[src/rtl/sample_run_ctrl.sv]
// Run sequencer for the phase sampler: arms the counters, opens a timed
// sampling window, then streams every counter value out over valid/ready.
module sample_run_ctrl #(
    parameter int          N          = 3,
    parameter logic [31:0] PHASE_BASE = 32'h0000_1000,
    parameter int          IDX_W      = 16
) (
    input  logic             clk,
    input  logic             rst,
    input  logic             start,
    input  logic             abort,
    input  logic [31:0]      cfg_counter_max,
    input  logic [31:0]      cfg_counter_cutoff,
    input  logic [31:0]      cfg_run_cycles,
    output logic             smp_rstn,
    output logic [31:0]      smp_counter_max,
    output logic [31:0]      smp_counter_cutoff,
    output logic [31:0]      smp_rd_addr,
    input  logic [31:0]      smp_phase,
    output logic             ph_valid,
    input  logic             ph_ready,
    output logic [31:0]      ph_data,
    output logic [IDX_W-1:0] ph_idx,
    output logic             ph_last,
    output logic             busy,
    output logic             done
);

    typedef enum logic [2:0] {
        IDLE, ARM, RUN, FREEZE, FETCH, SEND, DONE
    } state_t;

    localparam logic [IDX_W-1:0] LAST_IDX = IDX_W'(N - 1);

    state_t            state_reg, state_next;
    logic [31:0]       run_cnt_reg, run_cnt_next;
    logic [31:0]       run_cycles_reg, run_cycles_next;
    logic [31:0]       max_reg, max_next;
    logic [31:0]       cutoff_reg, cutoff_next;
    logic [31:0]       addr_reg, addr_next;
    logic [IDX_W-1:0]  idx_reg, idx_next;
    logic              ph_valid_reg, ph_valid_next;
    logic [31:0]       ph_data_reg, ph_data_next;
    logic [IDX_W-1:0]  ph_idx_reg, ph_idx_next;
    logic              ph_last_reg, ph_last_next;
    logic              done_reg, done_next;
    logic              busy_w;

    assign busy_w = (state_reg != IDLE) && (state_reg != DONE);

    always_ff @(posedge clk) begin
        if (rst) begin
            state_reg      <= IDLE;
            run_cnt_reg    <= '0;
            run_cycles_reg <= '0;
            max_reg        <= '0;
            cutoff_reg     <= '0;
            addr_reg       <= PHASE_BASE;
            idx_reg        <= '0;
            ph_valid_reg   <= 1'b0;
            ph_data_reg    <= '0;
            ph_idx_reg     <= '0;
            ph_last_reg    <= 1'b0;
            done_reg       <= 1'b0;
        end else begin
            state_reg      <= state_next;
            run_cnt_reg    <= run_cnt_next;
            run_cycles_reg <= run_cycles_next;
            max_reg        <= max_next;
            cutoff_reg     <= cutoff_next;
            addr_reg       <= addr_next;
            idx_reg        <= idx_next;
            ph_valid_reg   <= ph_valid_next;
            ph_data_reg    <= ph_data_next;
            ph_idx_reg     <= ph_idx_next;
            ph_last_reg    <= ph_last_next;
            done_reg       <= done_next;
        end
    end

    always_comb begin
        state_next      = state_reg;
        run_cnt_next    = run_cnt_reg;
        run_cycles_next = run_cycles_reg;
        max_next        = max_reg;
        cutoff_next     = cutoff_reg;
        addr_next       = addr_reg;
        idx_next        = idx_reg;
        ph_valid_next   = ph_valid_reg;
        ph_data_next    = ph_data_reg;
        ph_idx_next     = ph_idx_reg;
        ph_last_next    = ph_last_reg;
        done_next       = done_reg;

        case (state_reg)
            IDLE, DONE: begin
                if (start) begin
                    max_next        = cfg_counter_max;
                    cutoff_next     = cfg_counter_cutoff;
                    run_cycles_next = cfg_run_cycles;
                    done_next       = 1'b0;
                    state_next      = ARM;
                end
            end
            ARM: begin
                // A zero-length window still opens for one cycle so the counters see a reset edge.
                run_cnt_next = (run_cycles_reg == 32'd0) ? 32'd1 : run_cycles_reg;
                state_next   = RUN;
            end
            RUN: begin
                run_cnt_next = run_cnt_reg - 32'd1;
                if (run_cnt_reg <= 32'd1) begin
                    state_next = FREEZE;
                end
            end
            FREEZE: begin
                addr_next  = PHASE_BASE;
                idx_next   = '0;
                state_next = FETCH;
            end
            FETCH: begin
                ph_data_next  = smp_phase;
                ph_idx_next   = idx_reg;
                ph_last_next  = (idx_reg == LAST_IDX);
                ph_valid_next = 1'b1;
                state_next    = SEND;
            end
            SEND: begin
                if (ph_valid_reg && ph_ready) begin
                    ph_valid_next = 1'b0;
                    if (ph_last_reg) begin
                        done_next  = 1'b1;
                        state_next = DONE;
                    end else begin
                        idx_next   = idx_reg + IDX_W'(1);
                        addr_next  = addr_reg + 32'd4;
                        state_next = FETCH;
                    end
                end
            end
            default: state_next = IDLE;
        endcase

        // Abort overrides whatever the active state decided, including a final handshake.
        if (abort && busy_w) begin
            state_next    = IDLE;
            ph_valid_next = 1'b0;
            addr_next     = PHASE_BASE;
            done_next     = done_reg;
        end
    end

    assign smp_rstn           = (state_reg == RUN);
    assign smp_counter_max    = max_reg;
    assign smp_counter_cutoff = cutoff_reg;
    assign smp_rd_addr        = addr_reg;
    assign ph_valid           = ph_valid_reg;
    assign ph_data            = ph_data_reg;
    assign ph_idx             = ph_idx_reg;
    assign ph_last            = ph_last_reg;
    assign busy               = busy_w;
    assign done               = done_reg;

endmodule

[config.mk]
export PLATFORM = sky130hd
export DESIGN_NAME = sample_run_ctrl
export DESIGN_NICKNAME = d
export VERILOG_FILES = /design/src/rtl/sample_run_ctrl.sv
export SDC_FILE = /design/constraint.sdc
export NUM_CORES = 1
export LEC_CHECK = 0
export BUFFER_PORTS_ARGS = -buffer_cell sky130_fd_sc_hd__buf_2
export CORE_ASPECT_RATIO = 0.75
export CORE_MARGIN = 3
export CORE_UTILIZATION = 52
export DETAILED_ROUTE_END_ITERATION = 8
export PLACE_DENSITY = 0.88
export SYNTH_ARGS = -nofsm -noshare
export SYNTH_HDL_FRONTEND = slang
export SYNTH_SLANG_ARGS = --single-unit
[constraint.sdc]
create_clock -name clk -period 2.7 [get_ports clk]
set_input_delay 0.27 -clock clk [delete_from_list [all_inputs] [get_ports clk]]
set_output_delay 0.27 -clock clk [all_outputs]
set_load 0.005 [all_outputs]
# == After elaboration in Yosys (flattened, before gate mapping) ==
# Cells that the tools add are included.
# Widths: inputs -> output; s select.
# classes
addsub,3
order_cmp,1
eq_ne,13
mux,19
n_bitwise,1
reduce_logical,17
# op_table
cell,count
$pmux 32 s2,2
$mux 32,3
$add 32x3->32 const B,1
$le 32x1->1 const B,1
$logic_not 32->1,1
$mux 16,2
$pmux 16 s2,1
$sub 32x1->32 const B,1
$pmux 3 s6,1
$add 16x1->16 const B,1
$eq 16x2->1 const B,1
$eq 3x3->1 const B,3
$mux 3,3
$ne 2x2->1 const B,4
$reduce_bool 2->1,4
$eq 3x2->1 const B,2
$reduce_and 3->1,2
$reduce_and 5->1,1
$mux 1,4
$pmux 1 s2,2
$reduce_and 2->1,2
$reduce_or 2->1,2
$eq 3x1->1 const B,1
$logic_and 1x1->1,3
6 further kinds,6
# totals
regBits,230
input_bits,133

# == Longest topological paths before layout ==
# Gate-level depths: netlist (run 1).
# logic_depth
word_depth,5
ltp_mapped,10
ltp_nobuf,7

# == Worst setup path before layout (run 1) ==
# No wires, ideal clock.
# synth_path
path_type,reg2reg
from,register addr_reg[10] (netlist: smp_rd_addr[10])
to,register addr_reg[29] (netlist: smp_rd_addr[29])
arrival_ns,2.165
required_ns,2.629
setup_slack_ns,0.464
stages_incl_launch_ff,8
period_less_slack_ns,2.236
cell_sequence,dfxtp_1 > nand4_2 > or4_4 > buf_6 > or3_1 > buf_2 > or4_1 > a21oi_1
# synth_between
elab_chain_cells,4
# synth_lines
item,line_no,rtl
start: declaration,40,"logic [31:0] addr_reg, addr_next;"
start signal: assignment,71,addr_reg <= addr_next;
$add 32x3->32,136,addr_next = addr_reg + 32'd4;
$mux 32,131,if (ph_last_reg) begin
$mux 32,129,if (ph_valid_reg && ph_ready) begin
$pmux 32 s2,95,case (state_reg)
# No other way between the ends. The select of a mux whose other input is x is not followed.
# A chain may end at the register's enable or synchronous reset.

# == Final worst setup path (run 1) ==
# layout_path
from,register state_reg[2]
to,register cutoff_reg[12] (netlist: smp_counter_cutoff[12])
# layout_between
elab_chain_cells,3
elab_cells_between_ends,4
# layout_lines
item,line_no,rtl
start: declaration,35,"state_t state_reg, state_next;"
start signal: assignment,66,state_reg <= state_next;
$eq 3x3->1 or $logic_not 3->1 (tied branches),95,
$reduce_or 2->1 *,95,
$reduce_and 2->1 (no line) *,n/a,
end signal: assignment,70,cutoff_reg <= cutoff_next;
end: declaration,39,"logic [31:0] cutoff_reg, cutoff_next;"
# Every way passes the cells marked *; elsewhere a longest branch is shown, timed or not.

==> metrics.csv, run 1 <==
stage,metric,value,unit
worst_setup_path,crit_fanout,34,
worst_setup_path,worst_ep_arrival_time,2.84,ns
power_and_ir_drop,pwr-share-seq,0.393,
detailed_routing,first_iter_violations,909,
placement,place_area,0.01101,sq mm
cts,cts.clk_slew.worst_paths,0.06,ns
grt,grt_pass1_vias,8972,
yosys,multiplexer_area_fraction_after_synthesis,0.006767,
worst_setup_path,timing.rr.end,smp_counter_cutoff[12],
floorplanning,design.portCount,282,
yosys,yosys.area_share.xor_xnor,0.02879,
sta,finalSetupTns,0,ns
yosys,most_frequent_cell_after_synthesis,nand2_1,
worst_setup_path,setup.worst_path.end_class,register,
grt,grt_start_max_net_pins,83,
worst_hold_path,cell_count_of_the_worst_hold_path,3,
yosys,netlist.area_leader.share,0.4840,
yosys,seq_area_frac_synth,0.4840,
yosys,yosysUniqueCellTypes,64,
worst_setup_path,r2r_start,state_reg[2],
yosys,synth.cell_area,0.009430,sq mm
floorplanning,floorplan.die.height,122.6,um
floorplanning,std_cell_rows,41,
yosys,yosysTopAreaCell,dfxtp_1,
yosys,synth_compound_area_frac,0.1588,
power_and_ir_drop,internal_power_component,0.006909,W
cts,tritoncts,done,
worst_setup_path,setup.worst_path.start_class,register,
grt,grt_pass1_wl,43480,um
cts,cts_buffers,22,
cts,h-tree-depth,1,
grt,grt_usage,0.2636,
yosys,synthAdderAreaFrac,0.007961,
detailed_routing,drt-vias-per-instance,5.612,
finish,fill_cells,1336,
detailed_routing,total_drc_errors_in_the_routed_layout,0,
sta,post-route-min-period,2.422,ns
sta,rsz0062_at_grt,false,
sta,finClkSkew,0.01251,ns
power_and_ir_drop,power.density_cell_area,901.7,mW/mm^2
placement,gp_congestion,0.9092,
sta,timing_max_transition_violations_final,0,
yosys,post_synth_inst_count,1196,
worst_setup_path,worstSetupPathType,reg -> reg,
grt,number_of_antenna_violations_at_the_first_check_in_global_routing,0,
cts,cts-resized-gates,0,
placement,dpl.hpwl,17960,um
power_and_ir_drop,leakage,4.924,nW
yosys,simple_gate_fraction_of_synth_area,0.2725,
placement,port_buffers,279,
worst_hold_path,timing.hold.worst.start,cfg_run_cycles[18],
yosys,yosysWarningCount,0,
worst_setup_path,critPathRequiredTime,3.11,ns
power_and_ir_drop,largest_voltage_drop_on_the_vdd_net,598.2,uV
worst_hold_path,hold-path-endpoint,run_cycles_reg[18],
finish,share_of_post_route_cells_with_drive_strength_above_1,0.2319,
power_and_ir_drop,net-switching-power,0.003948,W
status,run_status,"finished, final reports clean",
yosys,ys_top_cells_by_count,"nand2_1, dfxtp_1, a21oi_1",
detailed_routing,drt.antenna.violating_nets,0,
cts,clock_latency,0.50,ns
run,max_cap_violations,0,
worst_setup_path,timing.reg2reg.setup_slack,0.28,ns
yosys,register_bit_count_reported_by_yosys,228,
cts,cts.sinks,228,
finish,area_growth,27.68,%
cts,clock_path_buffers,3,
sta,timing.slew.headroom,0.5864,
finish,final_design_area_no_fill,0.01204,sq mm
yosys,synth_async_sr_flop_share,0,
worst_setup_path,worst-r2r-cell-count,6,
floorplanning,initial_utilization,0.5455,
sta,fin_hold_ws,0.01232,ns
sta,achievable-frequency,412.9,MHz
detailed_routing,routed-via-count,9680,
yosys,avgSynthCellArea,7.885,sq um
yosys,synth_top_family_by_area,simple AND/OR/NAND/NOR gates,
yosys,synth.area.top_cells,"dfxtp_1, nand2_1, a21oi_1",
detailed_routing,firstDrtPassIters,6,
power_and_ir_drop,comb_power_share,0.345,
finish,final_nets,1616,
worst_hold_path,hold_path_class,in -> reg,
floorplanning,placeableCoreArea,0.01729,sq mm
sta,setup-violations-final,0,
floorplanning,design.die.area,0.01980,sq mm
power_and_ir_drop,clock_share_of_power,0.262,
yosys,synthFlopType,dfxtp_1,
power_and_ir_drop,power.switching_fraction,0.3636,
detailed_routing,wirelength,27350,um
grt,grt_remaining_overflow,0,
finish,utilization,0.6965,
detailed_routing,average_routed_wire_per_standard_cell,15.85,um
sta,final.period_utilization,0.8971,
yosys,synth_enable_flop_cells,0,
sta,final-hold-violation-count,0,
floorplanning,die_x,161.5,um
sta,max_slew.worst_pin.slew,0.6204,ns
cts,root_buffer,clkbuf_16,
## power by group through the flow
stage	sequential, W	combinational [W]	clock (W)
3_3_place_gp	0.00429	0.00351	0
6_report	0.00427	0.00374	0.00285
2_1_floorplan	0.00423	0.00249	0
5_1_grt	0.00433	0.00414	0.00303
4_1_cts	0.00424	0.00368	0.00289
3_5_place_dp	0.00431	0.00361	0
## worst max-delay path: stages, from the launching register on
cell and delay, ns:
dfxtp_1 0.53, nor2b_1 0.18, nor3_1 0.48, and2_4 0.51, buf_4 0.31, nand2_1 0.11, a21oi_1 0.19
## cell families after synthesis
group,after synthesis
and+or+nand+nor,563
AOI/OAI and AO/OA,264
DFF,228
buffers and inverters,97
xor gates and xnor gates,31
adders and majority gates,6
muxes,6
other,1
## how the worst max path moves through the flow
stage                         start                endpoint  slack (ns)  cells after the start
global route           state_reg[2]  smp_counter_cutoff[17]        0.12                      6
floorplan           smp_rd_addr[10]         smp_rd_addr[29]        0.46                      7
CTS                    state_reg[1]         run_cnt_reg[21]        0.37                      5
finish                 state_reg[2]  smp_counter_cutoff[12]        0.28                      6
global placement    run_cnt_reg[24]            state_reg[1]        0.48                      5
detailed placement     state_reg[1]         run_cnt_reg[21]        0.40                      5
## routing by layer
metal  part of all wire  GRT usage  vias up
met2               0.48     0.4607      469
li1                   -          -     4683
met3              0.089    0.04960       66
met5                  0          0        -
met4              0.027    0.07792        0
met1               0.41     0.3348     4462
## final cells by class
class / instances / area [sq um] / area share
flip-flops and latches: 228 / 4564 / 0.3791
diodes: 1 / 2.502 / 0.0002078
clock inverters: 2 / 10.01 / 0.0008313
inverters: 18 / 67.56 / 0.005612
multi-input cells: 872 / 4504 / 0.3741
well taps: 236 / 295.3 / 0.02452
repair buffers: 335 / 1953 / 0.1622
clock buffers: 33 / 643.1 / 0.05341
## cell usage in the layout, fill, tap and decap left out, types with 20 or more instances in the layout
| cell | netlist | layout |
|---|---|---|
| a21oi_1 | 186 | 186 |
| buf_2 | 4 | 278 |
| clkbuf_16 | 0 | 23 |
| dfxtp_1 | 228 | 228 |
| dlygate4sd3_1 | 0 | 37 |
| nand2_1 | 346 | 345 |
| nand3_1 | 20 | 20 |
| nor2_1 | 50 | 49 |
| nor4_1 | 33 | 33 |
| or3_1 | 30 | 30 |
| xnor2_1 | 23 | 23 |
## stage by stage
step | power, W | setup slack (ns) | instances
2_1_floorplan | 0.006726 | 0.4643 | 1197
3_3_place_gp | 0.007792 | 0.4809 | 1652
3_5_place_dp | 0.007920 | 0.3977 | 1652
4_1_cts | 0.01082 | 0.3669 | 1724
5_1_grt | 0.01150 | 0.1199 | 1724
6_report | 0.01086 | 0.2779 | 1725
## what timing repair did
action / CTS / global route
setup buffers: 0 / 0
hold endpoints to repair: 37 / 0
hold buffers: 37 / 0
Power figures use the tool's default switching activity.
==> run 2, diff against run 1 <==
- CORE_UTILIZATION: 52 -> 55
- PLACE_DENSITY: 0.88 -> 0.92
- clock period: 2.7 -> 2.8 ns (I/O delays scaled with it)
==> run 2 against run 1 <==
Against the previous run:
- count of clock-buffer cells in the layout down 3
- via count decreased by 3.3%
- first-iteration DRC count decreased by 5.2%
- setup slack got worse by 0.0040 ns
- combinational power shrank 6.1%
- non-clock buffer count decreased by 38
==> metrics.csv, run 2 (synthesis results as in run 1) <==
stage,metric,value,unit,change
cts,cts.clk_slew.worst_paths,0.06,ns,about the same
finish,area_growth,23.26,%,
grt,grt_start_max_net_pins,82,,-1.2%
finish,share_of_post_route_cells_with_drive_strength_above_1,0.2377,,+0.005878
finish,final_design_area_no_fill,0.01162,sq mm,-3.5%
sta,timing.slew.headroom,0.5126,,-0.07379
detailed_routing,total_drc_errors_in_the_routed_layout,0,,unchanged
cts,clock_path_buffers,3,,unchanged
cts,clock_latency,0.50,ns,about the same
finish,layout.cells.most_common,nand2_1,,
floorplanning,placeableCoreArea,0.01642,sq mm,-5.0%
power_and_ir_drop,power.switching_fraction,0.3625,,-0.001183
power_and_ir_drop,largest_voltage_drop_on_the_vdd_net,585.4,uV,-2.2%
worst_hold_path,hold-path-endpoint,run_cycles_reg[4],,
worst_setup_path,setup.worst_path.start_class,register,,
grt,grt_pass1_vias,8621,,-3.9%
worst_setup_path,timing.reg2reg.setup_slack,0.27,ns,about the same
finish,fill_cells,1285,,-3.8%
detailed_routing,drt-met1-wl,10610,um,-4.4%
sta,timing_max_transition_violations_final,0,,unchanged
detailed_routing,wl_met2,11840,um,-9.5%
sta,rsz0062_at_grt,false,,
power_and_ir_drop,pwr-share-seq,0.397,,+0.004
cts,cts_buffers,22,,unchanged
sta,achievable-frequency,395.9,MHz,-4.1%
sta,final.period_utilization,0.9022,,+0.005101
worst_hold_path,cell_count_of_the_worst_hold_path,3,,unchanged
worst_setup_path,worst_ep_arrival_time,2.89,ns,+0.05 ns
grt,number_of_antenna_violations_at_the_first_check_in_global_routing,1,,+1
worst_setup_path,crit_fanout,18,,-47%
power_and_ir_drop,leakage,4.757,nW,-3.4%
worst_setup_path,worst-r2r-cell-count,6,,unchanged
floorplanning,die_x,157.2,um,-2.7%
sta,fin_hold_ws,0.01819,ns,+0.005865 ns
finish,final_nets,1578,,-2.4%
cts,tritoncts,done,,
finish,most-common-layout-cells,"nand2_1, buf_2, dfxtp_1",,
cts,cts.repair_timing.setup_buffer_count,0,,unchanged
floorplanning,design.die.area,0.01877,sq mm,-5.2%
cts,root_buffer,clkbuf_16,,
power_and_ir_drop,power.density_cell_area,892.0,mW/mm^2,-1.1%
detailed_routing,drt-vias-per-instance,5.643,,+0.56%
power_and_ir_drop,net-switching-power,0.003758,W,-4.8%
sta,setup-violations-final,0,,unchanged
detailed_routing,drt.antenna.violating_nets,0,,unchanged
sta,finClkSkew,0.01344,ns,+0.0009267 ns
detailed_routing,dr.max_layer_used,met4,,
placement,dpl.hpwl,17920,um,-0.22%
worst_setup_path,setup.worst_path.end_class,register,,
finish,utilization,0.7081,,+0.01162
run,max_cap_violations,0,,unchanged
floorplanning,design.portCount,282,,unchanged
power_and_ir_drop,comb_power_share,0.338,,-0.007
floorplanning,std_cell_rows,40,,-2.4%
cts,cts.sinks,228,,unchanged
detailed_routing,average_routed_wire_per_standard_cell,15.43,um,-2.6%
status,run_status,"finished, final reports clean",,
worst_setup_path,worstSetupPathType,reg -> reg,,
placement,gp_congestion,0.8546,,-6.0%
floorplanning,floorplan.die.height,119.4,um,-2.6%
worst_hold_path,timing.hold.worst.start,cfg_run_cycles[4],,
worst_setup_path,r2r_start,state_reg[1],,
power_and_ir_drop,clock_share_of_power,0.265,,+0.003
sta,final-hold-violation-count,0,,unchanged
placement,place_area,0.01095,sq mm,-0.54%
detailed_routing,wirelength,25600,um,-6.4%
power_and_ir_drop,internal_power_component,0.006611,W,-4.3%
cts,h-tree-depth,1,,unchanged
floorplanning,initial_utilization,0.5745,,+0.02898
grt,grt_pass1_wl,41470,um,-4.6%
worst_setup_path,timing.rr.end,run_cnt_reg[15],,
grt,grt_usage,0.2608,,-0.002787
detailed_routing,routed-wl-met3,2373,um,-2.1%
grt,grt_remaining_overflow,0,,unchanged
sta,finalSetupTns,0,ns,unchanged
detailed_routing,first_iter_violations,862,,-5.2%
sta,max_slew.worst_pin.slew,0.7310,ns,+0.1107 ns
sta,post-route-min-period,2.526,ns,+0.1040 ns
detailed_routing,routed-via-count,9362,,-3.3%
detailed_routing,firstDrtPassIters,6,,unchanged
placement,port_buffers,279,,unchanged
worst_hold_path,hold_path_class,in -> reg,,
worst_setup_path,critPathRequiredTime,3.16,ns,+0.05 ns
run 2: cell types whose count changed in the layout (fill, tap and decap cells not counted):
cell / delta
clkbuf_8: +1
buf_4: -1
dlygate4sd3_1: -36
clkinv_2: -1
buf_12: -1
clkinvlp_4: +1
clkbuf_1: -4
diode_2: +1
run 2: worst max-delay path, cell delays in order (launching register included):
cell and delay, ns:
dfxtp_1 0.49, or3b_1 0.56, inv_2 0.31, nand3_1 0.21
or3_1 0.41, o311ai_0 0.30, a21oi_1 0.11
run 2: power groups by stage:
stage / logic (W) / registers, W / clock network, W
2_1_floorplan: 0.00240 / 0.00408 / 0
5_1_grt: 0.00390 / 0.00418 / 0.00292
6_report: 0.00351 / 0.00412 / 0.00274
4_1_cts: 0.00345 / 0.00410 / 0.00279
3_5_place_dp: 0.00342 / 0.00416 / 0
3_3_place_gp: 0.00332 / 0.00413 / 0
run 2: layout make-up:
class / instances / area, sq um / share of cell area
diodes: 2 / 5.005 / 0.0004306
clock buffers: 30 / 641.9 / 0.05522
clock inverters: 2 / 12.51 / 0.001076
inverters: 18 / 67.56 / 0.005813
multi-input cells: 872 / 4504 / 0.3875
flip-flops and latches: 228 / 4564 / 0.3927
well taps: 210 / 262.8 / 0.02261
repair buffers: 297 / 1565 / 0.1347
run 2: per-layer routing:
layer  vias up  global-route usage
li1       4606                   -
met1      4246              0.3341
met2       445              0.4325
met3        65             0.06502
met4         0             0.08238
met5         -                   0
run 2: timing repair:
| item | CTS | global route |
|---|---|---|
| endpoints found under the setup margin | 0 | 0 |
| hold buffers | 1 | 0 |
| resized for setup | 0 | 0 |
| hold endpoints to repair | 1 | 0 |
run 2: stage by stage:
stage                     instances  setup slack, ns  total power (W)
after floorplan                1197           0.5643         0.006486
after global routing           1658           0.1334          0.01100
after CTS                      1657           0.3528          0.01034
final                          1659           0.2739          0.01037
after detailed placement       1624           0.3723         0.007582
after global placement         1624           0.4215         0.007454
run 2: how the worst max path moves through the flow:
stage	startpoint	end	slack [ns]	cells past startpoint
after floorplan	smp_rd_addr[10]	smp_rd_addr[29]	0.56	7
after global placement	state_reg[1]	run_cnt_reg[15]	0.42	6
final	state_reg[1]	run_cnt_reg[15]	0.27	6
after global routing	state_reg[1]	run_cnt_reg[15]	0.13	6
after CTS	state_reg[1]	run_cnt_reg[15]	0.35	6
after detailed placement	state_reg[1]	run_cnt_reg[15]	0.37	6
==> run 3, diff against run 2 <==
- RECOVER_POWER: not set -> 25
==> run 3 against run 2 <==
Against the previous run:
- via count is 0.16% lower
- count of clock-buffer cells in the layout stayed put
- critical path depth stayed put
- largest cell class unchanged
- highest routed layer unchanged
- combinational power is 1% lower
- utilization is 0.50 points lower
- design area is 0.70% lower
- clock power hardly changed
- hold slack worse by 0.0021 ns
- setup slack better by 0.0032 ns
- non-clock buffer count stayed put
==> metrics.csv, run 3 (synthesis results as in run 1) <==
stage,metric,value,unit,change
status,run_status,"finished, final reports clean",,
detailed_routing,first_iter_violations,935,,+8.5%
floorplanning,design.portCount,282,,unchanged
power_and_ir_drop,total_design_power,0.01034,W,-0.30%
sta,setup-violations-final,0,,unchanged
cts,tritoncts,done,,
sta,rsz0062_at_grt,false,,
sta,final-hold-violation-count,0,,unchanged
worst_hold_path,hold_path_class,in -> reg,,
detailed_routing,drt.antenna.violating_nets,0,,unchanged
finish,area_growth,22.40,%,
cts,root_buffer,clkbuf_16,,
detailed_routing,average_routed_wire_per_standard_cell,15.46,um,+0.16%
finish,final_nets,1578,,unchanged
grt,grt_pass1_wl,41470,um,unchanged
floorplanning,placeableCoreArea,0.01642,sq mm,unchanged
grt,number_of_antenna_violations_at_the_first_check_in_global_routing,1,,unchanged
worst_hold_path,timing.hold.worst.start,cfg_run_cycles[4],,
worst_hold_path,cell_count_of_the_worst_hold_path,3,,unchanged
worst_setup_path,critPathRequiredTime,3.17,ns,about the same
sta,timing.slew.headroom,0.5086,,-0.004000
cts,h-tree-depth,1,,unchanged
worst_setup_path,r2r_start,state_reg[1],,
grt,grt_remaining_overflow,0,,unchanged
cts,cts_buffers,22,,unchanged
cts,clock_latency,0.50,ns,about the same
detailed_routing,firstDrtPassIters,7,,+1
finish,utilization,0.7031,,-0.004954
worst_setup_path,timing.rr.end,run_cnt_reg[15],,
worst_setup_path,setup.worst_path.end_class,register,,
grt,grt_usage,0.2608,,unchanged
cts,cts.sinks,228,,unchanged
detailed_routing,routed-via-count,9347,,-0.16%
floorplanning,std_cell_rows,40,,unchanged
finish,share_of_post_route_cells_with_drive_strength_above_1,0.1942,,-0.04354
finish,most-common-layout-cells,"nand2_1, dfxtp_1, buf_2",,
sta,achievable-frequency,396.4,MHz,+0.13%
cts,clock_path_buffers,3,,unchanged
detailed_routing,total_drc_errors_in_the_routed_layout,0,,unchanged
power_and_ir_drop,largest_voltage_drop_on_the_vdd_net,585.4,uV,about the same
floorplanning,design.die.area,0.01877,sq mm,unchanged
placement,dpl.hpwl,17920,um,unchanged
worst_setup_path,worst-r2r-cell-count,6,,unchanged
grt,grt_start_max_net_pins,82,,unchanged
grt,grt_pass1_vias,8621,,unchanged
power_and_ir_drop,power.density_cell_area,895.6,mW/mm^2,+0.40%
placement,gp_congestion,0.8546,,unchanged
sta,finalSetupTns,0,ns,unchanged
worst_setup_path,crit_fanout,18,,unchanged
worst_setup_path,worst_ep_arrival_time,2.89,ns,about the same
sta,post-route-min-period,2.523,ns,-0.003235 ns
sta,final.period_utilization,0.9010,,-0.001155
sta,timing_max_transition_violations_final,0,,unchanged
finish,fill_cells,1321,,+2.8%
worst_setup_path,setup.worst_path.start_class,register,,
worst_setup_path,timing.reg2reg.setup_slack,0.28,ns,about the same
cts,cts.clk_slew.worst_paths,0.06,ns,about the same
run,max_cap_violations,0,,unchanged
detailed_routing,wirelength,25630,um,about the same
floorplanning,initial_utilization,0.5745,,unchanged
finish,layout.cells.most_common,nand2_1,,
floorplanning,die_x,157.2,um,unchanged
placement,port_buffers,279,,unchanged
worst_hold_path,hold-path-endpoint,run_cycles_reg[4],,
detailed_routing,drt-vias-per-instance,5.638,,-0.10%
cts,cts.repair_timing.setup_buffer_count,0,,unchanged
power_and_ir_drop,leakage,4.492,nW,-5.6%
sta,max_slew.worst_pin.slew,0.7370,ns,+0.006001 ns
sta,finClkSkew,0.01424,ns,+0.0008025 ns
floorplanning,floorplan.die.height,119.4,um,unchanged
worst_setup_path,worstSetupPathType,reg -> reg,,
[run 3: changes by cell type in the layout (fill, tap and decap cells not counted)]
cell      change
diode_2       -1
buf_1         +2
buf_2        -63
clkbuf_1     +61
[run 3: per-stage QoR]
stage | cells | setup WS, ns | hold slack [ns] | instance area (sq um)
3_3_place_gp | 1624 | 0.4215 | 0.4380 | 10950
4_1_cts | 1657 | 0.3528 | 0.0003894 | 11620
5_1_grt | 1658 | 0.1334 | 0.007531 | 11540
6_report | 1658 | 0.2771 | 0.01604 | 11540
2_1_floorplan | 1197 | 0.5643 | 0.4160 | 9434
3_5_place_dp | 1624 | 0.3723 | 0.4435 | 10950
[run 3: worst max path at each step]
stage	from	end	cells past startpoint
2_1_floorplan	smp_rd_addr[10]	smp_rd_addr[29]	7
3_3_place_gp	state_reg[1]	run_cnt_reg[15]	6
3_5_place_dp	state_reg[1]	run_cnt_reg[15]	6
4_1_cts	state_reg[1]	run_cnt_reg[15]	6
5_1_grt	state_reg[1]	run_cnt_reg[15]	6
6_report	state_reg[1]	run_cnt_reg[15]	6
[run 3: worst max-delay path, cell delays in order (launching register included)]
cell and delay (ns):
dfxtp_1 0.48, or3b_1 0.56, inv_2 0.32, nand3_1 0.21, or3_1 0.41, o311ai_0 0.30
a21oi_1 0.11
[run 3: per-layer routing]
layer | vias to the layer above | share of wire | global-route usage
li1 | 4597 | - | -
met1 | 4271 | 0.42 | 0.3341
met2 | 413 | 0.46 | 0.4325
met3 | 66 | 0.091 | 0.06502
met4 | 0 | 0.032 | 0.08238
met5 | - | 0 | 0
[run 3: layout make-up]
cell class                      count  area (sq um)  area share
Multi-Input combinational cell    872          4504      0.3902
Inverter                           18         67.56    0.005854
Sequential cell                   228          4564      0.3954
Clock buffer                       30         641.9     0.05561
Antenna cell                        1         2.502   0.0002168
Clock inverter                      2         12.51    0.001084
Timing Repair Buffer              297          1486      0.1288
Tap cell                          210         262.8     0.02276
[run 3: report_power, final]
part	total (W)	internal, W	leakage (nW)	switching (W)
clock	0.00274	0.00158	0.320	0.00116
sequential	0.00412	0.00371	1.85	0.000408
combinational	0.00347	0.00129	2.32	0.00218
[run 3: what timing repair did]
action	in CTS	in global routing
endpoints found under the hold margin	1	0
setup endpoints to repair	0	0
resized for setup	0	0
hold buffers	1	0
